[src/rtl/mmio_bridge_if.sv]
// CPU-side memory port and RAM-side port of the MMIO bridge, grouped as one bus.
// The bridge uses the slave view. The CPU and RAM side (or a bench) uses the master view.
interface mmio_bridge_if;
  logic        cpu_we_i;
  logic [31:0] cpu_addr_i;
  logic [31:0] cpu_wdata_i;
  logic [31:0] cpu_rdata_o;
  logic        ram_we_o;
  logic [31:0] ram_addr_o;
  logic [31:0] ram_wdata_o;
  logic [31:0] ram_rdata_i;

  modport slave (
    input  cpu_we_i, cpu_addr_i, cpu_wdata_i, ram_rdata_i,
    output cpu_rdata_o, ram_we_o, ram_addr_o, ram_wdata_o
  );

  modport master (
    output cpu_we_i, cpu_addr_i, cpu_wdata_i, ram_rdata_i,
    input  cpu_rdata_o, ram_we_o, ram_addr_o, ram_wdata_o
  );
endinterface

[src/rtl/mmio_bridge.sv]
// MMIO bridge: passes RAM accesses (addr[31]=0) straight through and decodes
// a small peripheral page holding an 8N1 UART transmitter with a byte FIFO
// and a free-running 32-bit timer with a sticky compare flag.
module mmio_bridge #(
  parameter int CLKS_PER_BIT = 16,
  parameter int FIFO_DEPTH   = 4
) (
  input  logic          clk,
  input  logic          reset,
  mmio_bridge_if.slave  bus,
  output logic          uart_tx_o,
  output logic          timer_irq_o
);

  localparam int PW = $clog2(FIFO_DEPTH);
  localparam int BW = $clog2(CLKS_PER_BIT);
  localparam logic [BW-1:0] BAUD_LAST = BW'(CLKS_PER_BIT - 1);
  localparam logic [31:0] ADDR_DATA   = 32'h8000_0000;
  localparam logic [31:0] ADDR_STATUS = 32'h8000_0004;
  localparam logic [31:0] ADDR_COUNT  = 32'h8000_0008;
  localparam logic [31:0] ADDR_CMP    = 32'h8000_000C;

  typedef enum logic [1:0] {IDLE, START, DATA, STOP} tx_state_e;

  tx_state_e     state_q;
  logic [BW-1:0] baud_q;
  logic [2:0]    bit_q;
  logic [7:0]    shift_q;
  logic          tx_q;
  logic [7:0]    fifo_mem [FIFO_DEPTH];
  logic [PW:0]   wr_ptr_q, rd_ptr_q;
  logic          ovf_q;
  logic [31:0]   count_q, cmp_q;
  logic          irq_q;

  logic periph, wr_data, wr_status, wr_count, wr_cmp;
  logic fifo_empty, fifo_full, baud_done, pop, push_ok;
  logic [31:0] rdata_d;

  // Address decode
  assign periph    = bus.cpu_addr_i[31];
  assign wr_data   = bus.cpu_we_i && (bus.cpu_addr_i == ADDR_DATA);
  assign wr_status = bus.cpu_we_i && (bus.cpu_addr_i == ADDR_STATUS);
  assign wr_count  = bus.cpu_we_i && (bus.cpu_addr_i == ADDR_COUNT);
  assign wr_cmp    = bus.cpu_we_i && (bus.cpu_addr_i == ADDR_CMP);

  // RAM passthrough, zero latency
  assign bus.ram_addr_o  = bus.cpu_addr_i;
  assign bus.ram_wdata_o = bus.cpu_wdata_i;
  assign bus.ram_we_o    = bus.cpu_we_i & ~periph;

  // FIFO flags: the extra pointer MSB tells full from empty
  assign fifo_empty = (wr_ptr_q == rd_ptr_q);
  assign fifo_full  = (wr_ptr_q[PW] != rd_ptr_q[PW]) &&
                      (wr_ptr_q[PW-1:0] == rd_ptr_q[PW-1:0]);
  assign baud_done  = (baud_q == BAUD_LAST);
  // Pop from IDLE, or at the very end of STOP so frames run back to back
  assign pop        = !fifo_empty &&
                      ((state_q == IDLE) || ((state_q == STOP) && baud_done));
  // A pop in the same cycle frees a slot, so a push while full still lands
  assign push_ok    = wr_data && (!fifo_full || pop);

  // FIFO pointers
  always_ff @(posedge clk or negedge reset) begin
    if (!reset) begin
      wr_ptr_q <= '0;
      rd_ptr_q <= '0;
    end else begin
      if (push_ok) wr_ptr_q <= wr_ptr_q + (PW+1)'(1);
      if (pop)     rd_ptr_q <= rd_ptr_q + (PW+1)'(1);
    end
  end

  // FIFO storage (contents are don't-care until the pointers say otherwise)
  always_ff @(posedge clk) begin
    if (push_ok) fifo_mem[wr_ptr_q[PW-1:0]] <= bus.cpu_wdata_i[7:0];
  end

  // Sticky overflow flag: set on a dropped byte, cleared by STATUS bit3 write
  always_ff @(posedge clk or negedge reset) begin
    if (!reset)                                ovf_q <= 1'b0;
    else if (wr_data && fifo_full && !pop)     ovf_q <= 1'b1;
    else if (wr_status && bus.cpu_wdata_i[3])  ovf_q <= 1'b0;
  end

  // Shift register: loaded on pop, shifted at the end of each data bit
  always_ff @(posedge clk) begin
    if (pop)                                shift_q <= fifo_mem[rd_ptr_q[PW-1:0]];
    else if ((state_q == DATA) && baud_done) shift_q <= {1'b0, shift_q[7:1]};
  end

  // TX FSM with registered line output
  always_ff @(posedge clk or negedge reset) begin
    if (!reset) begin
      state_q <= IDLE;
      baud_q  <= '0;
      bit_q   <= '0;
      tx_q    <= 1'b1;
    end else begin
      case (state_q)
        IDLE: begin
          baud_q <= '0;
          if (pop) begin
            state_q <= START;
            bit_q   <= '0;
            tx_q    <= 1'b0;
          end
        end
        START: begin
          if (baud_done) begin
            baud_q  <= '0;
            state_q <= DATA;
            tx_q    <= shift_q[0];
          end else begin
            baud_q <= baud_q + BW'(1);
          end
        end
        DATA: begin
          if (baud_done) begin
            baud_q <= '0;
            if (bit_q == 3'd7) begin
              state_q <= STOP;
              tx_q    <= 1'b1;
            end else begin
              bit_q <= bit_q + 3'd1;
              tx_q  <= shift_q[1];
            end
          end else begin
            baud_q <= baud_q + BW'(1);
          end
        end
        default: begin
          if (baud_done) begin
            baud_q <= '0;
            if (pop) begin
              state_q <= START;
              bit_q   <= '0;
              tx_q    <= 1'b0;
            end else begin
              state_q <= IDLE;
            end
          end else begin
            baud_q <= baud_q + BW'(1);
          end
        end
      endcase
    end
  end

  // Timer: write beats increment; compare write clears irq and beats a match
  always_ff @(posedge clk or negedge reset) begin
    if (!reset) begin
      count_q <= '0;
      cmp_q   <= 32'hFFFF_FFFF;
      irq_q   <= 1'b0;
    end else begin
      count_q <= wr_count ? bus.cpu_wdata_i : count_q + 32'd1;
      if (wr_cmp) begin
        cmp_q <= bus.cpu_wdata_i;
        irq_q <= 1'b0;
      end else if (count_q == cmp_q) begin
        irq_q <= 1'b1;
      end
    end
  end

  // Load data mux, combinational from current state
  always_comb begin
    rdata_d = '0;
    if (!periph)                               rdata_d = bus.ram_rdata_i;
    else if (bus.cpu_addr_i == ADDR_STATUS)    rdata_d = {27'd0, irq_q, ovf_q,
                                                          state_q != IDLE,
                                                          fifo_empty, fifo_full};
    else if (bus.cpu_addr_i == ADDR_COUNT)     rdata_d = count_q;
    else if (bus.cpu_addr_i == ADDR_CMP)       rdata_d = cmp_q;
  end

  assign bus.cpu_rdata_o = rdata_d;
  assign uart_tx_o       = tx_q;
  assign timer_irq_o     = irq_q;

endmodule

[src/flat_wrapper.sv]
// flat-port wrapper written by rule: the top's interface ports become plain ports
module mmio_bridge_flat 
#(
  parameter int CLKS_PER_BIT = 16,
  parameter int FIFO_DEPTH   = 4
)
  (clk, reset, uart_tx_o, timer_irq_o, bus_cpu_we_i, bus_cpu_addr_i, bus_cpu_wdata_i, bus_ram_rdata_i, bus_cpu_rdata_o, bus_ram_we_o, bus_ram_addr_o, bus_ram_wdata_o);
  mmio_bridge_if bus_i ();
  input  logic clk;
  input  logic reset;
  output logic uart_tx_o;
  output logic timer_irq_o;
  input wire logic [$bits(bus_i.cpu_we_i)-1:0] bus_cpu_we_i;
  input wire logic [$bits(bus_i.cpu_addr_i)-1:0] bus_cpu_addr_i;
  input wire logic [$bits(bus_i.cpu_wdata_i)-1:0] bus_cpu_wdata_i;
  input wire logic [$bits(bus_i.ram_rdata_i)-1:0] bus_ram_rdata_i;
  output wire logic [$bits(bus_i.cpu_rdata_o)-1:0] bus_cpu_rdata_o;
  output wire logic [$bits(bus_i.ram_we_o)-1:0] bus_ram_we_o;
  output wire logic [$bits(bus_i.ram_addr_o)-1:0] bus_ram_addr_o;
  output wire logic [$bits(bus_i.ram_wdata_o)-1:0] bus_ram_wdata_o;
  assign bus_i.cpu_we_i = bus_cpu_we_i;
  assign bus_i.cpu_addr_i = bus_cpu_addr_i;
  assign bus_i.cpu_wdata_i = bus_cpu_wdata_i;
  assign bus_i.ram_rdata_i = bus_ram_rdata_i;
  assign bus_cpu_rdata_o = bus_i.cpu_rdata_o;
  assign bus_ram_we_o = bus_i.ram_we_o;
  assign bus_ram_addr_o = bus_i.ram_addr_o;
  assign bus_ram_wdata_o = bus_i.ram_wdata_o;
  mmio_bridge #(.CLKS_PER_BIT(CLKS_PER_BIT), .FIFO_DEPTH(FIFO_DEPTH)) u_core (.clk(clk), .reset(reset), .bus(bus_i), .uart_tx_o(uart_tx_o), .timer_irq_o(timer_irq_o));
endmodule
[config.mk]
export PLATFORM = sky130hd
export DESIGN_NAME = mmio_bridge_flat
export DESIGN_NICKNAME = d
export VERILOG_FILES = /design/src/rtl/mmio_bridge_if.sv /design/src/rtl/mmio_bridge.sv /design/src/flat_wrapper.sv
export SDC_FILE = /design/constraint.sdc
export NUM_CORES = 1
export LEC_CHECK = 0
export ABC_AREA = 1
export BUFFER_PORTS_ARGS = -buffer_cell sky130_fd_sc_hd__buf_2
export CORE_ASPECT_RATIO = 1.2
export CORE_MARGIN = 3
export CORE_UTILIZATION = 49
export CTS_CLUSTER_SIZE = 30
export DETAILED_ROUTE_END_ITERATION = 8
export PLACE_DENSITY = 0.78
export RECOVER_POWER = 100
export SYNTH_ARGS = -nofsm -noshare
export SYNTH_HDL_FRONTEND = slang
export SYNTH_SLANG_ARGS = --single-unit
[constraint.sdc]
create_clock -name clk -period 2.05 [get_ports clk]
set_input_delay 0.41 -clock clk [delete_from_list [all_inputs] [get_ports clk]]
set_output_delay 0.41 -clock clk [all_outputs]
set_load 0.005 [all_outputs]
==> results.yml, run 1 <==
clock_tree:
  cts-root-buf: "clkbuf_16"
  h-tree-depth: 4
  cts_tree: "done"
  clkSinkCount: 122
  cts.clk_slew.worst_paths_ns: 0.06
  clk_path_buf_depth: 2
  cts_buffers: 17
  insertion_delay_ns: 0.43
placement:
  portBuffers: 197
  hpwl_um: 17000
  place.gp.congestion: 1.02
setup_path:
  cp_data_required_time_ns: 1.64
  cpPeakStageDelay_ns: 0.42
  critPathKind: "flip-flop to output port"
  cp-start-kind: "flip-flop"
  crit_fanout: 2
  cp-end-kind: "output port"
  cp.arrival_ns: 1.69
  path_cells: "xnor2_2 -> nand3_2 -> nand3b_1 -> nand4_1 -> buf_2"
  reg2reg_setup_slack_ns: 0.11
  cp_slowest_cell: "dfrtp_1"
finish:
  num-fill-cells: 1300
  drive_gt1_share_pct: 30.7
  nets: 1347
  syn_to_final_growth_pct: 28.8
  fin_util_pct: 65.7
  n_antenna_cell: 0
detailed_routing:
  routed_wl_um: 23700
  routed_via_density: 5.14
  drc: 0
  vias: 7461
  postRouteAntennaNets: 0
  drt_iter0_markers: 497
  drt-pass1-iter-count: 6
  wire_per_inst_um: 16.3
synthesis:
  yosysUniqueCellTypes: 35
  synth_seq_cells: 122
  synth_nets: 1149
  synth-main-ff-cell: "dfrtp_1"
  syn_area_sq_um: 7780
  async_flop_share_pct: 67.2
  syn_area_per_cell_sq_um: 7.51
  seq_area_frac_synth_pct: 42.3
  yosysWarnings: 0
  synth_edf_count: 40
  synthCells: 1037
sta:
  setup_ws_ns: -0.0546
  finClkSkew_ns: 0.0100
  rsz0062_at_grt: "true"
  finalHoldViolations: 0
  layout_min_cycle_time_ns: 2.10
  finalMaxSlewViolations: 0
  max_slew_margin_pct: 17.6
  fin_hold_ws_ns: 0.199
  fmax_ghz: 0.475
  finalSetupViolations: 10
  fin_crit_sh_pct: 103
  tightest_slew_ns: 1.24
die:
  num_io_pins: 198
  core_region_area_sq_um: 15300
  die_width_um: 121
  fp.dieH_um: 144
  rows: 49
  die_area_sq_um: 17400
  start_util_pct: 51.0
pwr:
  p_sw_share_pct: 23.5
  p_int_mw: 4.67
  power_frac_comb_pct: 7.4
  pwr-share-seq_pct: 41.2
  p_clk_share_pct: 51.4
  p_leak_nw: 4.80
  cellPowerDensity_nw_per_um2: 610
  p_sw_mw: 1.44
  max-vdd-ir-drop_mv: 0.514
  p_total_mw: 6.11
grt:
  grt_pass1_wl_um: 36100
  met1_usage_pct: 29.3
  gr-usage-met2_pct: 49.9
  antenna_found_initial: 0
  grt_pass1_vias: 7315
  grt_max_degree: 44
  grt_overflow: 0
  grt.busiest_layer: "met2"
  gr-usage-met3_pct: 5.09
  grtUsageTotal_pct: 26.6
outcome:
  status: "finished, violations left"
  violations: "setup timing"
worst_hold_path:
  hp-class: "input port to flip-flop"
run:
  maxCapViolCount: 0
[metrics by stage]
step	cell area, sq um	setup slack [ns]	std cells	TNS (ns)
after floorplan	7780	-0.0570	1037	-1.82
after global placement	8890	-0.0675	1405	-1.44
after detailed placement	8890	-0.0741	1405	-1.94
after CTS	9610	-0.0271	1443	-0.381
after global routing	10000	-0.166	1452	-2.09
final	10000	-0.0546	1452	-0.0980
[flip-flops by register name, indices dropped and copies added (netlist names)]
| register | count |
|---|---|
| u_core.baud_q | 4 |
| u_core.bit_q | 3 |
| u_core.fifo_mem | 32 |
| u_core.cmp_q | 32 |
| u_core.rd_ptr_q | 3 |
| u_core.shift_q | 8 |
| u_core.wr_ptr_q | 3 |
| u_core.timer_irq_o | 1 |
| u_core.count_q | 32 |
| u_core.uart_tx_o | 1 |
| u_core.ovf_q | 1 |
| u_core.state_q | 2 |
[per-layer routing]
metal	wire length (um)	part of all wire [%]	up-vias
met5	0	0	-
met4	697	2.9	0
met3	1240	5.2	55
met2	13000	55	280
met1	8770	37	3480
li1	-	-	3646
[worst max-delay path, delay by kind of cell (launching register included)]
kind | cells | cell delay, ns
DFF | 1 | 0.42
and+or+nand+nor | 3 | 0.41
buffers and inverters | 1 | 0.13
xor gates and xnor gates | 1 | 0.30
[repair_timing]
item                       CTS  global route
pin swaps                    3            20
setup endpoints to repair   32            64
hold endpoints to repair    16             0
setup buffers                4             7
hold buffers                 1             0
resized for setup           13            96
cloned                       1             2
[placed cells by master (no fill, tap or decap), types with 15 or more instances in the layout]
master and n:
buf_2 164, buf_4 59, buf_6 22, clkbuf_1 15, clkbuf_16 19, dfrtp_1 47, dfstp_2 33, edfxtp_1 40
inv_1 69, nand2_1 345, nand2_2 15, nand3_1 44, nor2_1 110, o211ai_1 19, o21ai_0 71, xnor2_1 28
xor2_1 15
[Yosys cell counts, types with 4 or more instances]
cell type | n | area share [%]
nand2_1 | 365 | 18
nor2_1 | 122 | 5.9
inv_1 | 76 | 3.7
o21ai_0 | 71 | 4.6
buf_4 | 70 | 6.8
dfrtp_1 | 49 | 16
nand3_1 | 47 | 3.0
edfxtp_1 | 40 | 15
dfstp_2 | 33 | 11
xnor2_1 | 31 | 3.5
o211ai_1 | 19 | 1.8
nor3_1 | 16 | 1.0
xor2_1 | 15 | 1.7
ha_1 | 13 | 2.1
nand4_1 | 12 | 0.96
clkbuf_1 | 9 | 0.43
a31oi_1 | 7 | 0.56
buf_2 | 7 | 0.45
nand3b_1 | 7 | 0.68
buf_6 | 5 | 0.72
inv_2 | 4 | 0.19
[worst paths after layout]
| kind | startpoint | end | depth (start not counted) |
|---|---|---|---|
| max | u_core.rd_ptr_q[2] | bus_cpu_rdata_o[1] | 5 |
| min | bus_cpu_wdata_i[20] | u_core.cmp_q[20] | 3 |
| max reg2reg | u_core.rd_ptr_q[2] | u_core.shift_q[3] | 9 |
| min reg2reg | u_core.baud_q[0] | u_core.baud_q[0] | 1 |
| max in group asynchronous | reset | u_core.cmp_q[31] | 3 |
| min in group asynchronous | reset | u_core.state_q[1] | 2 |
[power groups by stage]
stage          registers (mW)  clock network (mW)  logic [mW]
6_report                 2.52                3.14       0.452
5_1_grt                  2.52                3.28       0.499
4_1_cts                  2.52                3.17       0.419
3_5_place_dp             2.57                   0       0.413
3_3_place_gp             2.57                   0       0.408
2_1_floorplan            2.57                   0       0.185
[cells by family (layout without fill, tap and decap cells)]
logic type,count (synthesis),after routing,share of synthesized area (%)
DFF,122,122,42.3
buffers and inverters,173,384,12.3
adders and majority gates,13,13,2.09
AOI/OAI and AO/OA,101,101,7.25
xor gates and xnor gates,46,46,5.18
and+or+nand+nor,582,582,30.8
[cell type report]
cell class	count	area (sq um)	area share [%]
Multi-Input combinational cell	742	3740	37.3
Sequential cell	122	3300	32.9
Timing Repair Buffer	271	1800	18.0
Clock inverter	14	184	1.84
Clock buffer	18	429	4.28
Tap cell	204	255	2.55
Inverter	81	319	3.18
(Power assumes the default switching activity.)
==> run 2, diff against run 1 <==
--- a/config.mk
+++ b/config.mk
@@ -7,13 +7,14 @@
 export LEC_CHECK = 0
 export ABC_AREA = 1
 export BUFFER_PORTS_ARGS = -buffer_cell sky130_fd_sc_hd__buf_2
-export CORE_ASPECT_RATIO = 1.2
+export CORE_ASPECT_RATIO = 0.9
 export CORE_MARGIN = 3
 export CORE_UTILIZATION = 49
 export CTS_CLUSTER_SIZE = 30
 export DETAILED_ROUTE_END_ITERATION = 8
 export PLACE_DENSITY = 0.78
 export RECOVER_POWER = 100
+export SKIP_CTS_REPAIR_TIMING = 1
 export SYNTH_ARGS = -nofsm -noshare
 export SYNTH_HDL_FRONTEND = slang
 export SYNTH_SLANG_ARGS = --single-unit
==> run 2 against run 1 <==
The flow still finishes with violations (setup timing); die area hardly changed; final cell count fell by 0.48%; setup slack lost 0.083 ns; clock skew barely moved; sequential share of layout area grew 1.3 points; sequential power barely moved; final area down 3.7%; largest power group unchanged.
==> results.yml, run 2 (synthesis gave the netlist of run 1 again) <==
finish:
  register_area_sq_um: 3300
  syn_to_final_growth_pct: 24.0
  nets: 1342
  mostFrequentLayoutCell: "nand2_1"
  multi_input_area_sq_um: 3610
  num-fill-cells: 1397
  final_cell_mix: "nand2_1 (361), buf_2 (134), nor2_1 (115)"
  drive_gt1_share_pct: 25.0
  n_antenna_cell: 0
sta:
  fmax_ghz: 0.457
  fin_hold_ws_ns: 0.194
  layout_min_cycle_time_ns: 2.19
  finalMaxSlewViolations: 0
  rsz0062_at_grt: "true"
  finClkSkew_ns: 0.00959
  fin_crit_sh_pct: 107
  finalHoldViolations: 0
  max_slew_margin_pct: 47.7
  setup_tns_ns: -2.82
  setup_ws_ns: -0.137
  finalSetupViolations: 31
  tightest_slew_ns: 0.784
pwr:
  cellPowerDensity_nw_per_um2: 628
  p_leak_nw: 4.51
  max-vdd-ir-drop_mv: 0.691
clock_tree:
  cts-root-buf: "clkbuf_16"
  cts.clk_slew.worst_paths_ns: 0.06
  insertion_delay_ns: 0.43
  h-tree-depth: 4
  cts_buffers: 17
  cts_tree: "done"
  clkSinkCount: 122
  clk_path_buf_depth: 2
grt:
  grt_overflow: 0
  grt_pass1_vias: 7203
  antenna_found_initial: 0
  grtUsageTotal_pct: 26.0
  grt_pass1_wl_um: 36300
  grt_max_degree: 37
placement:
  portBuffers: 197
  place.gp.congestion: 0.967
  hpwl_um: 17000
run:
  maxCapViolCount: 0
detailed_routing:
  routed_via_density: 5.20
  drc: 0
  drt-pass1-iter-count: 5
  wire_per_inst_um: 16.1
  drt_iter0_markers: 478
  routed_wl_um: 23200
  postRouteAntennaNets: 0
  vias: 7516
setup_path:
  cp-start-kind: "input port"
  r2r_end: "u_core.count_q[22]"
  cp_data_required_time_ns: 1.64
  cp-endpoint: "bus_cpu_rdata_o[16]"
  cp-end-kind: "output port"
  r2r_start: "u_core.count_q[0]"
  rr_worst_depth: 9
  cp-startpoint: "bus_cpu_addr_i[9]"
  cp.arrival_ns: 1.78
  crit_fanout: 18
  reg2reg_setup_slack_ns: 0.11
  critPathKind: "input port to output port"
die:
  die_width_um: 139
  die_area_sq_um: 17400
  num_io_pins: 198
  fp.dieH_um: 126
  start_util_pct: 50.2
  rows: 43
  core_region_area_sq_um: 15500
outcome:
  violations: "setup timing"
  status: "finished, violations left"
worst_hold_path:
  hp-class: "input port to flip-flop"
## run 2: changes by cell type in the layout (fill, tap and decap cells not counted), moves of 6 or more
cell	previous run	this run
buf_4	59	43
buf_2	164	134
buf_6	22	11
clkbuf_2	0	6
clkbuf_4	0	10
nand2_2	15	5
nand2_4	8	2
nand2_1	345	361
clkbuf_1	15	54
## run 2: metal layers
layer	GRT usage [%]	part of all wire (%)
met1	34.2	42
met2	43.6	49
met3	4.86	6.2
met4	8.69	2.4
met5	0	0
## run 2: worst max-delay path, stage by stage
cell	delay, ns
buf_2	0.10
nor2_1	0.15
nand2_1	0.10
nor2_2	0.16
inv_2	0.10
nor2_4	0.15
nand2_4	0.10
buf_12	0.17
o211ai_1	0.18
buf_2	0.15
## run 2: per-stage QoR
step	util, %	setup WS (ns)	area [sq um]	cells	power [mW]
after floorplan	-	-0.0570	7780	1037	2.75
after global placement	57.6	-0.202	8920	1406	2.99
after detailed placement	57.6	-0.208	8920	1406	2.99
after CTS	61.5	-0.227	9540	1438	6.09
after global routing	62.3	-0.252	9650	1445	6.26
final	62.3	-0.137	9650	1445	6.06
## run 2: where the power goes
| part | internal (mW) | switching (mW) |
|---|---|---|
| registers | 2.52 | 0.00107 |
| logic | 0.193 | 0.235 |
| clock network | 1.95 | 1.16 |
## run 2: final cells by class
class                      count  share of cell area (%)
clock buffer                  19                    4.59
clock inverter                13                    1.75
inverter                      81                    3.20
multi-input combinational    742                    37.4
sequential                   122                    34.2
tap                          202                    2.62
timing repair buffer         266                    16.3
## run 2: how the worst min path moves through the flow
stage	from	end	slack, ns	depth (start not counted)
2_1_floorplan	reset	u_core.baud_q[0]	0.11	0
3_5_place_dp	reset	u_core.rd_ptr_q[0]	0.37	1
4_1_cts	reset	u_core.rd_ptr_q[1]	-0.08	1
5_1_grt	bus_cpu_wdata_i[27]	u_core.cmp_q[27]	0.20	3
3_3_place_gp	reset	u_core.rd_ptr_q[0]	0.36	1
6_report	bus_cpu_wdata_i[25]	u_core.cmp_q[25]	0.19	3
==> run 3, diff against run 2 <==
--- a/config.mk
+++ b/config.mk
@@ -5,14 +5,15 @@
 export SDC_FILE = /design/constraint.sdc
 export NUM_CORES = 1
 export LEC_CHECK = 0
-export ABC_AREA = 1
+export ABC_AREA = 0
 export BUFFER_PORTS_ARGS = -buffer_cell sky130_fd_sc_hd__buf_2
 export CORE_ASPECT_RATIO = 0.9
 export CORE_MARGIN = 3
-export CORE_UTILIZATION = 49
+export CORE_UTILIZATION = 48
 export CTS_CLUSTER_SIZE = 30
 export DETAILED_ROUTE_END_ITERATION = 8
-export PLACE_DENSITY = 0.78
+export GPL_ROUTABILITY_DRIVEN = 0
+export PLACE_DENSITY = 0.77
 export RECOVER_POWER = 100
 export SKIP_CTS_REPAIR_TIMING = 1
 export SYNTH_ARGS = -nofsm -noshare
==> run 3 against run 2 <==
First-iteration DRC count shrank 21%; utilization grew 0.35 points; sequential cell count is the same; setup slack lost 0.21 ns; highest routed layer unchanged; the run still ends with setup timing left; via count shrank 24%; sequential share of layout area grew 1.5 points.
==> results.yml, run 3 <==
synthesis:
  synth_edf_count: 40
  synth-main-ff-cell: "dfrtp_1"
  seq_area_frac_synth_pct: 45.2
  yosys-top-cells-area: "dfrtp_1 (17%), edfxtp_1 (16%), dfstp_2 (12%), buf_4 (6.9%), xor2_1 (6.6%)"
  syn_area_per_cell_sq_um: 11.5
  async_flop_share_pct: 67.2
  synth_top_cells_by_count: "buf_4 (67), xor2_1 (55), dfrtp_1 (49)"
  synthCells: 632
  synth_seq_cells: 122
  synth_most_common_cell: "buf_4"
  synth_nets: 744
  synth_top_area_cell: "dfrtp_1"
  yosys.area.top_type_share_pct: 16.8
  yosysUniqueCellTypes: 50
  yosysWarnings: 0
  syn_area_sq_um: 7280
detailed_routing:
  routed_wl_um: 19500
  drt-pass1-iter-count: 5
  vias: 5681
  postRouteAntennaNets: 0
  drt_iter0_markers: 378
  routed_via_density: 5.54
  wire_per_inst_um: 19.0
  drc: 0
clock_tree:
  h-tree-depth: 4
  cts_buffers: 17
  cts.clk_slew.worst_paths_ns: 0.06
  cts-root-buf: "clkbuf_16"
  cts_tree: "done"
  clkSinkCount: 122
  insertion_delay_ns: 0.42
  clk_path_buf_depth: 2
grt:
  grt_overflow: 0
  grt_pass1_wl_um: 29400
  grtUsageTotal_pct: 23.1
  antenna_found_initial: 0
  grt_pass1_vias: 5437
  grt_max_degree: 35
finish:
  drive_gt1_share_pct: 41.4
  multi_input_area_sq_um: 3540
  nets: 927
  instances_no_fill: 1026
  final_cell_mix: "buf_2 (123), clkbuf_1 (75), xor2_1 (53)"
  num-fill-cells: 1167
  n_antenna_cell: 0
  mostFrequentLayoutCell: "buf_2"
  fin_util_pct: 62.6
  register_area_sq_um: 3300
  syn_to_final_growth_pct: 27.0
outcome:
  violations: "setup timing"
  status: "finished, violations left"
die:
  rows: 42
  core_region_area_sq_um: 14800
  fp.dieH_um: 123
  num_io_pins: 198
  start_util_pct: 49.3
  die_width_um: 136
  die_area_sq_um: 16700
placement:
  portBuffers: 197
  dp_slack_ns: -0.316
  dp_cells: 983
  hpwl_um: 13700
setup_path:
  rr_worst_depth: 6
  cp-end-kind: "output port"
  cp.depth: 9
  cpPeakStageDelay_ns: 0.33
  critical_path.top_delay_family: "simple AND/OR/NAND/NOR gates"
  critical_path_buf_inv_count: 4
  path_common_cell: "nor4_4"
  path_cells: "clkbuf_1 -> nor4_4 -> nand4_4 -> nor4_4 -> buf_6 -> clkbuf_16 -> a22o_1 -> a21o_1 -> buf_2"
  cp.arrival_ns: 1.99
  cp_data_required_time_ns: 1.64
  crit_fanout: 6
  critPathKind: "input port to output port"
  cp-start-kind: "input port"
  cp_slowest_cell: "nor4_4"
pwr:
  p_leak_nw: 4.28
  cellPowerDensity_nw_per_um2: 641
  max-vdd-ir-drop_mv: 0.666
worst_hold_path:
  hp-class: "input port to flip-flop"
  hold_depth: 3
sta:
  rsz0062_at_grt: "true"
  finalSetupViolations: 33
  finalMaxSlewViolations: 0
  finClkSkew_ns: 0.00614
  layout_min_cycle_time_ns: 2.40
  fin_crit_sh_pct: 117
  max_slew_margin_pct: 44.6
  fmax_ghz: 0.417
  finalHoldViolations: 0
  setup_ws_ns: -0.348
  tightest_slew_ns: 0.830
run:
  maxCapViolCount: 0
run 3: cell types whose count changed in the layout (fill, tap and decap cells not counted), moves of 30 or more:
cell     previous run  this run
nand2_1           361        45
nor2_1            115        17
mux2_4              0        30
xor2_1             15        53
inv_1              72         7
o21ai_0            70        33
run 3: worst register-to-register path, cell delays in order (launching register included):
cell and delay, ns:
dfrtp_1 0.42, ha_1 0.23, a41o_1 0.25, or4_1 0.45, and3_4 0.22, buf_4 0.14, mux2_4 0.29
run 3: area by class of cell:
class | count | share of cell area (%)
tap | 198 | 2.68
inverter | 8 | 0.325
sequential | 122 | 35.6
clock inverter | 8 | 1.00
clock buffer | 24 | 5.33
timing repair buffer | 262 | 16.7
multi-input combinational | 404 | 38.3
run 3: worst paths after layout:
| kind | from | endpoint | slack, ns |
|---|---|---|---|
| max reg2reg | u_core.state_q[0] | u_core.wr_ptr_q[1] | -0.07 |
| min in group asynchronous | reset | u_core.count_q[30] | 0.66 |
| max | bus_cpu_addr_i[13] | bus_cpu_rdata_o[31] | -0.35 |
| max in group asynchronous | reset | u_core.wr_ptr_q[0] | 0.31 |
| min | bus_cpu_wdata_i[16] | u_core.count_q[16] | 0.23 |
| min reg2reg | u_core.bit_q[0] | u_core.bit_q[0] | 0.49 |
run 3: routing by layer:
layer	vias up	wire length, um	GRT usage [%]
met2	246	9790	39.1
met1	2801	7990	29.9
met5	-	0	0
met3	39	1250	5.08
li1	2595	-	-
met4	0	460	6.86
run 3: kinds of logic after synthesis:
kind of cell	after synthesis	share of synthesized area (%)
simple gates	149	12.0
flops	122	45.2
compound gates	113	10.8
buf+inv	106	9.43
xor+xnor	69	8.30
mux	60	12.0
fa+ha+maj	13	2.23
run 3: report_power, final:
group | switching [mW] | internal, mW | leakage, nW | total [mW]
combinational | 0.227 | 0.199 | 2.66 | 0.426
sequential | 0.000000497 | 2.52 | 1.33 | 2.52
clock | 1.07 | 1.91 | 0.289 | 2.98
total | 1.29 | 4.63 | 4.28 | 5.92
run 3: per-stage QoR:
stage	cell area, sq um	hold WS, ns	total power, mW	setup TNS [ns]
finish	9250	0.226	5.92	-9.34
CTS	9070	-0.0661	5.96	-10.29
global placement	8490	0.385	2.99	-12.06
detailed placement	8490	0.391	3.00	-17.43
global route	9250	0.251	6.10	-14.10
floorplan	7430	0.114	2.77	-2.36
